--- config.mk ---
export PLATFORM = sky130hd
export DESIGN_NAME = uart_rx_core_flat
export DESIGN_NICKNAME = d
export VERILOG_FILES = /design/src/rtl/uart_rx_core_if.sv /design/src/rtl/uart_rx_core.sv /design/src/flat_wrapper.sv
export SDC_FILE = /design/constraint.sdc
export NUM_CORES = 1
export LEC_CHECK = 0
export CORE_UTILIZATION = 56
export DETAILED_ROUTE_END_ITERATION = 16
export PLACE_DENSITY_LB_ADDON = 0.12
export SLEW_MARGIN = 10
export SYNTH_ARGS = -nofsm -noshare
export SYNTH_HDL_FRONTEND = slang
export SYNTH_SLANG_ARGS = --single-unit
export TNS_END_PERCENT = 50
--- constraint.sdc ---
create_clock -name clk -period 2.93 [get_ports clk]
set_input_delay 0.293 -clock clk [delete_from_list [all_inputs] [get_ports clk]]
set_output_delay 0.293 -clock clk [all_outputs]
set_load 0.005 [all_outputs]
--- src/rtl/uart_rx_core_if.sv ---
// rtl/uart_rx_core_if.sv - received-byte handshake bundle for uart_rx_core
// The master side drives the byte and its valid flag; the slave side accepts with m_ready.
interface uart_rx_core_if;
  logic [7:0] m_data;
  logic       m_valid;
  logic       m_ready;

  modport master (output m_data, output m_valid, input m_ready);
  modport slave  (input m_data, input m_valid, output m_ready);
endinterface

--- src/rtl/uart_rx_core.sv ---
// rtl/uart_rx_core.sv - oversampling 8N1 UART receiver with byte handshake
// Mid-bit sampling on a divided tick; one-deep output holding register with overrun detection.
module uart_rx_core #(
  parameter int CLK_HZ     = 100_000_000,
  parameter int BAUD       = 9600,
  parameter int OVERSAMPLE = 16
) (
  input  logic                  clk,
  input  logic                  rst,
  input  logic                  rx,
  uart_rx_core_if.master        m,
  output logic                  frame_err,
  output logic                  overrun,
  output logic                  busy
);

  localparam int DIV   = CLK_HZ / (BAUD * OVERSAMPLE);
  localparam int DIV_W = (DIV > 1) ? $clog2(DIV) : 1;
  localparam int SC_W  = $clog2(OVERSAMPLE);
  localparam int HALF  = OVERSAMPLE / 2;

  localparam logic [2:0] S_IDLE  = 3'd0;
  localparam logic [2:0] S_START = 3'd1;
  localparam logic [2:0] S_DATA  = 3'd2;
  localparam logic [2:0] S_STOP  = 3'd3;
  localparam logic [2:0] S_BREAK = 3'd4;

  generate
    if (DIV < 1) begin : g_bad_div
      $error("uart_rx_core: CLK_HZ too low for BAUD*OVERSAMPLE");
    end
  endgenerate

  logic             rx_meta;
  logic             rx_s;
  logic             rx_d;
  logic [2:0]       state;
  logic [DIV_W-1:0] div_cnt;
  logic [SC_W-1:0]  sample_cnt;
  logic [2:0]       bit_idx;
  logic [7:0]       shift;
  logic             done;
  logic             tick;

  assign tick = (div_cnt == DIV_W'(DIV - 1));
  assign busy = (state != S_IDLE);

  // rx_d is the previous rx_s, used only for start-edge detection.
  always_ff @(posedge clk or posedge rst) begin
    if (rst) begin
      rx_meta <= 1'b1;
      rx_s    <= 1'b1;
      rx_d    <= 1'b1;
    end else begin
      rx_meta <= rx;
      rx_s    <= rx_meta;
      rx_d    <= rx_s;
    end
  end

  // Held at zero in IDLE so every frame starts its tick phase fresh.
  always_ff @(posedge clk or posedge rst) begin
    if (rst) begin
      div_cnt <= '0;
    end else if (state == S_IDLE || tick) begin
      div_cnt <= '0;
    end else begin
      div_cnt <= div_cnt + 1'b1;
    end
  end

  always_ff @(posedge clk or posedge rst) begin
    if (rst) begin
      state      <= S_IDLE;
      sample_cnt <= '0;
      bit_idx    <= '0;
      shift      <= '0;
      done       <= 1'b0;
      frame_err  <= 1'b0;
    end else begin
      done      <= 1'b0;
      frame_err <= 1'b0;
      case (state)
        S_IDLE: begin
          if (rx_d && !rx_s) begin
            state      <= S_START;
            sample_cnt <= '0;
            bit_idx    <= '0;
          end
        end
        S_START: begin
          if (tick) begin
            if (sample_cnt == SC_W'(HALF - 1)) begin
              sample_cnt <= '0;
              state      <= rx_s ? S_IDLE : S_DATA;
            end else begin
              sample_cnt <= sample_cnt + 1'b1;
            end
          end
        end
        S_DATA: begin
          if (tick) begin
            if (sample_cnt == SC_W'(OVERSAMPLE - 1)) begin
              sample_cnt <= '0;
              shift      <= {rx_s, shift[7:1]};
              bit_idx    <= bit_idx + 3'd1;
              if (bit_idx == 3'd7) begin
                state <= S_STOP;
              end
            end else begin
              sample_cnt <= sample_cnt + 1'b1;
            end
          end
        end
        S_STOP: begin
          if (tick) begin
            if (sample_cnt == SC_W'(OVERSAMPLE - 1)) begin
              sample_cnt <= '0;
              if (rx_s) begin
                done  <= 1'b1;
                state <= S_IDLE;
              end else begin
                frame_err <= 1'b1;
                state     <= S_BREAK;
              end
            end else begin
              sample_cnt <= sample_cnt + 1'b1;
            end
          end
        end
        S_BREAK: begin
          if (rx_s) begin
            state <= S_IDLE;
          end
        end
        default: state <= S_IDLE;
      endcase
    end
  end

  // A completion may replace the held byte only if the slot is empty or being consumed.
  always_ff @(posedge clk or posedge rst) begin
    if (rst) begin
      m.m_data  <= 8'h00;
      m.m_valid <= 1'b0;
      overrun   <= 1'b0;
    end else begin
      overrun <= 1'b0;
      if (done) begin
        if (!m.m_valid || m.m_ready) begin
          m.m_data  <= shift;
          m.m_valid <= 1'b1;
        end else begin
          overrun <= 1'b1;
        end
      end else if (m.m_valid && m.m_ready) begin
        m.m_valid <= 1'b0;
      end
    end
  end

endmodule
--- src/flat_wrapper.sv ---
// flat-port wrapper written by rule: the top's interface ports become plain ports
module uart_rx_core_flat 
#(
  parameter int CLK_HZ     = 100_000_000,
  parameter int BAUD       = 9600,
  parameter int OVERSAMPLE = 16
)
  (clk, rst, rx, frame_err, overrun, busy, m_m_data, m_m_valid, m_m_ready);
  uart_rx_core_if m_i ();
  input  logic clk;
  input  logic rst;
  input  logic rx;
  output logic frame_err;
  output logic overrun;
  output logic busy;
  output wire logic [$bits(m_i.m_data)-1:0] m_m_data;
  output wire logic [$bits(m_i.m_valid)-1:0] m_m_valid;
  input wire logic [$bits(m_i.m_ready)-1:0] m_m_ready;
  assign m_m_data = m_i.m_data;
  assign m_m_valid = m_i.m_valid;
  assign m_i.m_ready = m_m_ready;
  uart_rx_core #(.CLK_HZ(CLK_HZ), .BAUD(BAUD), .OVERSAMPLE(OVERSAMPLE)) u_core (.clk(clk), .rst(rst), .rx(rx), .m(m_i), .frame_err(frame_err), .overrun(overrun), .busy(busy));
endmodule
Yosys cells after proc, flatten, opt, wreduce, memory -nomap -nowiden:

Index checks and enable logic that the tools add are counted.

* reductions and logical operators: 18
* muxes and demuxes: 36
* eq/ne operators: 19
* add/sub/neg operators: 3

Operator list (count)
* two-way mux 3 bit: 13
* two-way mux 4 bit: 5
* != test 2 x 1 -> 1 bit, second input constant: 9
* case mux 3 bit (5 select lines): 1
* two-way mux 1 bit: 13
* case mux 4 bit (3 select lines): 1
* adder 10 x 1 -> 10 bit, second input constant: 1
* equality test 10 bit, second input constant: 1
* two-way mux 10 bit: 1
* AND reduction 9 bit: 1
* AND reduction 4 bit: 2
* equality test 3 x 2 -> 1 bit, second input constant: 2
* equality test 3 bit, second input constant: 2
* case mux 3 bit (2 select lines): 1
* nonzero test 3 bit: 2
* adder 4 x 1 -> 4 bit, second input constant: 1
* equality test 4 x 3 -> 1 bit, second input constant: 1
* equality test 4 bit, second input constant: 1
* != test 2 bit, second input constant: 2
* AND reduction 2 bit: 2
* nonzero test 2 bit: 2
* adder 3 x 1 -> 3 bit, second input constant: 1
* equality test 3 x 1 -> 1 bit, second input constant: 1
* zero test 3 bit: 1
* 6 further kinds: 9

* input bits: 4
* register bits after elaboration: 43
* word-level logic and storage cells: 89

Longest topological paths before layout:

Gate-level depths: netlist (run 1).

* depth after elaboration: 5
* depth in mapped cells: 7
* mapped depth without buffers: 7

Worst setup path after synthesis (run 1):

OpenSTA, ideal clock, no wires.

* path type: register to register
* from: register u_core.div_cnt[2]
* to: register u_core.sample_cnt[1]
* setup slack: 0.775 ns
* data arrival time: 2.030 ns
* stages on the path, launching flop included: 6
* library setup time: 0.125 ns
* data required time: 2.805 ns
* period minus slack after synthesis: 2.155 ns
* cell sequence: dfrtp_1 or4b_4 nor3_1 o21ai_0 a21oi_1 mux2_2

* word-level cells in the longest chain between the ends: 3
* elaborated cells between the ends (all ways): 4
* classes of those cells: eq/ne (3); reduce/logical (1)

RTL lines
* start, declared: line uart_rx_core.sv:38 `logic [DIV_W-1:0] div_cnt;`
* start signal, assigned: line uart_rx_core.sv:68 `div_cnt <= div_cnt + 1'b1;`
* equality test 10 bit (*): line uart_rx_core.sv:45 `assign tick = (div_cnt == DIV_W'(DIV - 1));`
* != test 2 x 1 -> 1 bit (no source line)
* AND reduction 4 bit (no source line) (*)
* end signal, assigned: line uart_rx_core.sv:97 `sample_cnt <= sample_cnt + 1'b1;`
* end signal, assigned: line uart_rx_core.sv:111 `sample_cnt <= sample_cnt + 1'b1;`
* end signal, assigned: line uart_rx_core.sv:127 `sample_cnt <= sample_cnt + 1'b1;`
* end, declared: line uart_rx_core.sv:39 `logic [SC_W-1:0] sample_cnt;`

Every way passes the cells marked *; elsewhere a longest branch is shown, timed or not.
A chain may end at the register's enable or synchronous reset.

Worst setup path after layout (run 1):

* from: register u_core.div_cnt[4]
* to: register u_core.sample_cnt[1]

Same word-level chain as after synthesis.

==> run summary, run 1 <==
Vias in the first global route - 1226
Worst setup margin - 0.521 ns
CTS Buffer Depth - 2
Avg Synthesized Cell Area - 11.1 um^2
Minimum clock period - 2.41 ns
Nets - 201
Sw frac - 28.2%
PD cells - 509 nW/um^2
Total power - 1.12 mW
Worst slew pin tran - 0.560 ns
Initial DRC count - 89
Final hold vios - 0
H-tree Lvls - 2
Routed Antenna Nets - 0
Post-CTS Setup Inserts - 0
Syn_nets - 184
Vias post-DR - 1284
DRC viols - 0
Count of cell types in the netlist - 32
Placeable Area - 3340 um^2
ANT cells - 0
Clock sinks - 43
Final Skew - 0.0123 ns
First-pass GRT wire length - 5.45 mm
Yosys warning count - 0
Routability cong. - 0.845
Status - finished clean
Setup TNS - 0 ns
Crit-path cells - or4b_4 -> nor3_1 -> o21ai_0 -> a21oi_1 -> mux2_2
Peak supply drop - 0.332 mV
Comb pwr share - 11.8%
Leak pwr - 1.06 nW
Seq/Total Area, Yosys - 55.6%
Ports - 16
RSZ-0062 raised after global routing - no
Worst Hold Class - in -> async
CTS Hold Bufs - 0
Synth Register Bits - 43
Clock share of power - 25.5%
Worst skew pair latency - 0.35 ns
Pre-Repair DR Iteration Count - 4
Post-Synthesis Cells - 175
GR Util All Layers - 20.5%
Flop pwr share - 62.7%
NetSw - 0.315 mW
Drt wl/cell - 13.3 um
Slew HR - 62.4%
Root Buffer Master - clkbuf_4
Final Max Tran Viols - 0
EDFF count, synth - 0
Clock transition at path regs - 0.13 ns
FP Rows - 21
DP Worst Slack - 0.609 ns
Die area - 3700 um^2
GRT Residual Overflow - 0
Worst setup SP type - flip-flop
Slowest cell on crit path - or4b_4
Largest net degree at the start of global routing - 44
Data required time of the worst path - 3.19 ns
Mapped Area - 1940 um^2
CP Buf/Inv Count - 0
P_int - 0.800 mW
DIE WIDTH - 60.9 um
Crit end category - flip-flop
Wirelength, routed - 3.18 mm
Crit Path Class - reg -> reg
Max cap viols - 0
CTS Buf Count - 5
Fraction of layout cells with a size suffix above 1 - 16.6%
Vias per inst - 5.37
CTS tree - yes
Post-route insts no fill - 239
Resize count post-CTS - 0
Ys async rst share - 100%
Final setup fails - 0
Port Buffers - 15
Initial Utilization - 58.2%
Initial antenna violation count - 0
Area Overhead vs Synth - 12.9%
Crit path max-delay family - simple AND/OR/NAND/NOR gates
DP Cell Count - 231
WP data arrival - 2.66 ns
CP max FO - 6
Post-DP HPWL - 2.20 mm
DIE HEIGHT - 60.9 um
Worst stage delay on the critical path - 0.57 ns
F_max - 0.415 GHz
Main flop type after synthesis - dfrtp_1
Final period util - 82.2%
[synth_stat cells, drive strengths merged, types with 2 or more instances]
library cell,n,area [um^2]
inv,11,41.3
xor2,4,35.0
o21ai,11,55.1
a21oi,3,15.0
nor2,22,82.6
nand3,14,70.1
a311oi,2,17.5
nor4,2,27.5
nand2b,2,12.5
mux2,16,180
nand2,11,41.3
ha,5,62.6
dfrtp,40,1000
a22o,2,17.5
xnor2,5,43.8
nor3,2,10.0
nor2b,2,12.5
dfstp,3,78.8
clkbuf,6,22.5
nand4b,2,32.5
[power groups by stage]
stage               Clock, mW  Combinational [mW]  Sequential, mW
floorplan                   0               0.111           0.699
global placement            0               0.129           0.706
detailed placement          0               0.134           0.711
CTS                     0.300               0.136           0.699
global route            0.326               0.153           0.712
finish                  0.284               0.132           0.700
[worst register-to-register path, stage by stage (launching register included)]
cell and delay (ns):
dfrtp_1 0.44, or4b_4 0.57, nor3_1 0.48, o21ai_0 0.18, a21oi_1 0.27, mux2_2 0.36
[flip-flops by register name, indices dropped and copies added, names as in the netlist]
signal and flops:
u_core.bit_idx 3, u_core.div_cnt 10, u_core.done 1, u_core.frame_err 1, u_core.m.m_data 8, u_core.m.m_valid 1, u_core.overrun 1, u_core.rx_d 1
u_core.rx_meta 1, u_core.rx_s 1, u_core.sample_cnt 4, u_core.shift 8, u_core.state 3
[final cells by class]
type / instances / area [um^2]
Multi-Input combinational cell: 115 / 797
Sequential cell: 43 / 1080
Clock buffer: 5 / 37.5
Timing Repair Buffer: 16 / 158
Fill cell: 282 / 1150
Inverter: 11 / 41.3
Tap cell: 46 / 57.6
Clock inverter: 3 / 20.0
[final timing paths]
kind,to,slack (ns),start,cells past startpoint
max,u_core.sample_cnt[1],0.52,u_core.div_cnt[4],5
min,u_core.shift[6],0.35,rst,3
max reg2reg,u_core.sample_cnt[1],0.52,u_core.div_cnt[4],5
min reg2reg,u_core.rx_s,0.36,u_core.rx_meta,0
max in group asynchronous,u_core.rx_d,2.22,rst,3
min in group clk,u_core.rx_meta,0.35,rx,1
[cells in the final DEF, fill, tap and decap left out, types with 3 or more instances in the layout]
cell             count
dfrtp_1             40
nor2_1              22
mux2_2              16
clkdlybuf4s50_1     15
nand3_1             14
inv_1               11
nand2_1             11
o21ai_0             11
xnor2_1              5
ha_1                 5
clkbuf_4             5
xor2_1               4
a21oi_1              3
dfstp_2              3
[cells by family (layout without fill, tap and decap cells)]
logic type      count (synthesis)  after routing  synth area share (%)
simple gates                   64             64                  17.9
flops                          43             43                  55.6
xor+xnor                        9              9                  4.06
mux                            17             17                  9.80
compound gates                 20             20                  6.13
buf+inv                        17             35                  3.29
fa+ha+maj                       5              5                  3.22
[metal layers]
metal	GRT usage [%]	share of wire [%]
met4	7.79	2.2
met2	32.5	47
met3	5.76	4.3
met5	0	0
met1	26.9	46
[stage by stage]
step / hold WS (ns) / util [%] / cell area, um^2
finish: 0.345 / 65.7 / 2190
global route: 0.331 / 65.7 / 2190
CTS: 0.332 / 65.7 / 2190
detailed placement: 0.347 / 63.9 / 2130
global placement: 0.347 / 63.9 / 2130
floorplan: 0.297 / - / 1940
Note: power is estimated with default switching activity, not from simulation.
==> run 2: changes to the inputs <==
- CORE_UTILIZATION: 56 -> 51
- clock period: 2.93 -> 2.2 ns (I/O delays scaled with it)
==> run summary, run 2 (synthesis results as in run 1) <==
Minimum clock period - 2.06 ns (-0.349 ns)
First-pass GRT wire length - 6.10 mm (+12%)
Vias in the first global route - 1384 (+13%)
Final hold vios - 0 (unchanged)
Worst setup SP type - flip-flop
Resize count post-CTS - 0 (unchanged)
CP max FO - 10 (+4)
Max cap viols - 0 (unchanged)
Clock sinks - 43 (unchanged)
Comb pwr share - 12.7% (+0.9 points)
Placed instance area - 2180 um^2 (+2.2%)
Routed Antenna Nets - 0 (unchanged)
Ports - 16 (unchanged)
Slew HR - 65.3% (+2.9 points)
Worst slew pin tran - 0.520 ns (-0.0398 ns)
Post-CTS Setup Inserts - 0 (unchanged)
Commonest non-fill, non-tap cell in the layout - dfrtp_1
H-tree Lvls - 2 (unchanged)
DIE WIDTH - 63.7 um (+4.6%)
GR Util All Layers - 19.8% (-0.69 points)
CTS tree - yes
Clock share of power - 29.4% (+3.9 points)
Commonest non-fill, non-tap cells in the layout - dfrtp_1 (40), nor2_1 (22), mux2_2 (16)
Crit path max-delay family - simple AND/OR/NAND/NOR gates
Design area - 2260 um^2 (+3.3%)
Port Buffers - 15 (unchanged)
FP Rows - 22 (+4.8%)
Clock transition at path regs - 0.08 ns (-0.05 ns)
F_max - 0.486 GHz (+17%)
Initial DRC count - 47 (-47%)
Final Skew - 0.00747 ns (-0.00481 ns)
Peak supply drop - 0.427 mV (+29%)
Status - finished clean
Drt wl/cell - 13.4 um (+1.1%)
Die area - 4060 um^2 (+9.5%)
Data required time of the worst path - 2.37 ns (-0.82 ns)
Pre-Repair DR Iteration Count - 4 (unchanged)
Initial Utilization - 53.0% (-5.1 points)
Setup TNS - 0 ns (unchanged)
Post-DP HPWL - 2.41 mm (+9.5%)
Largest net degree at the start of global routing - 44 (unchanged)
ANT cells - 0 (unchanged)
Crit Path Class - reg -> reg
Routability cong. - 0.783 (-7.3%)
DIE HEIGHT - 63.7 um (+4.6%)
Worst skew pair latency - 0.28 ns (-0.07 ns)
CTS Buffer Depth - 2 (unchanged)
Worst Hold Class - in -> reg
Final Max Tran Viols - 0 (unchanged)
Vias post-DR - 1309 (+1.9%)
Sw frac - 26.2% (-2.1 points)
RSZ-0062 raised after global routing - no
PD cells - 706 nW/um^2 (+39%)
GRT Residual Overflow - 0 (unchanged)
Nets - 207 (+3.0%)
DRC viols - 0 (unchanged)
WP data arrival - 2.23 ns (-0.43 ns)
Slowest cell on crit path - or4b_4
Crit-path cells - or4b_4 -> nor4_4 -> nand4b_4 -> mux2_2
Initial antenna violation count - 0 (unchanged)
Final period util - 93.6% (+11 points)
Crit end category - flip-flop
CTS Buf Count - 5 (unchanged)
Final setup fails - 0 (unchanged)
Area Overhead vs Synth - 16.6%
P_int - 1.18 mW (+47%)
Wirelength, routed - 3.32 mm (+4.5%)
CP Buf/Inv Count - 0 (unchanged)
NetSw - 0.418 mW (+33%)
Max reg flops - 10 (unchanged)
Root Buffer Master - clkbuf_8
Vias per inst - 5.30 (-1.4%)
Regs by FF count - u_core.div_cnt x10, u_core.m.m_data x8, u_core.shift x8
Flop pwr share - 57.9% (-4.8 points)
Worst stage delay on the critical path - 0.57 ns (about the same)
Leak pwr - 1.10 nW (+4.5%)
CTS Hold Bufs - 0 (unchanged)
Fraction of layout cells with a size suffix above 1 - 18.1% (+1.5 points)
Hold_ws - 0.331 ns (-0.0143 ns)
Placeable Area - 3660 um^2 (+9.7%)
Most flop-heavy register - u_core.div_cnt
[run 2: area by class of cell]
class | instances | area [um^2]
Fill cell | 315 | 1400
Sequential cell | 43 | 1080
Multi-Input combinational cell | 115 | 797
Timing Repair Buffer | 22 | 203
Clock buffer | 7 | 76.3
Tap cell | 48 | 60.1
Inverter | 11 | 41.3
Clock inverter | 1 | 5.00
[run 2: final timing paths]
| path | from | cells after the start | slack, ns | endpoint |
|---|---|---|---|---|
| min in group asynchronous | rst | 3 | 0.37 | u_core.shift[3] |
| worst min register to register | u_core.rx_meta | 0 | 0.36 | u_core.rx_s |
| worst min-delay path | rx | 1 | 0.33 | u_core.rx_meta |
| worst max register to register | u_core.div_cnt[4] | 4 | 0.14 | u_core.shift[2] |
| max in group asynchronous | rst | 3 | 1.46 | u_core.rx_meta |
| worst max-delay path | u_core.div_cnt[4] | 4 | 0.14 | u_core.shift[2] |
[run 2: per-layer routing]
layer / global-route usage, % / part of all wire (%) / up-vias
met3: 4.35 / 2.5 / 5
met5: 0 / 0 / -
met2: 32.8 / 49 / 17
met1: 25.1 / 47 / 646
met4: 7.67 / 1.3 / 0
li1: - / - / 641
[run 2: worst reg2reg max path, delay by kind of cell (launching register included)]
family / cells / cell delay [ns]
simple gates: 3 / 1.18
mux: 1 / 0.34
flops: 1 / 0.42
[run 2: power by group through the flow]
stage	clock network, mW	registers (mW)	logic [mW]
3_5_place_dp	0	0.938	0.206
6_report	0.469	0.925	0.203
5_1_grt	0.516	0.937	0.232
3_3_place_gp	0	0.931	0.198
2_1_floorplan	0	0.931	0.148
4_1_cts	0.477	0.923	0.208
[run 2: stage by stage]
| stage | instances | utilization (%) | power (mW) | worst slack (ns) |
|---|---|---|---|---|
| after floorplan | 175 | - | 1.08 | 0.0451 |
| after global placement | 239 | 59.6 | 1.13 | 0.193 |
| after detailed placement | 239 | 59.6 | 1.14 | 0.153 |
| after CTS | 247 | 61.8 | 1.61 | 0.131 |
| after global routing | 247 | 61.8 | 1.68 | 0.00485 |
| final | 247 | 61.8 | 1.60 | 0.141 |
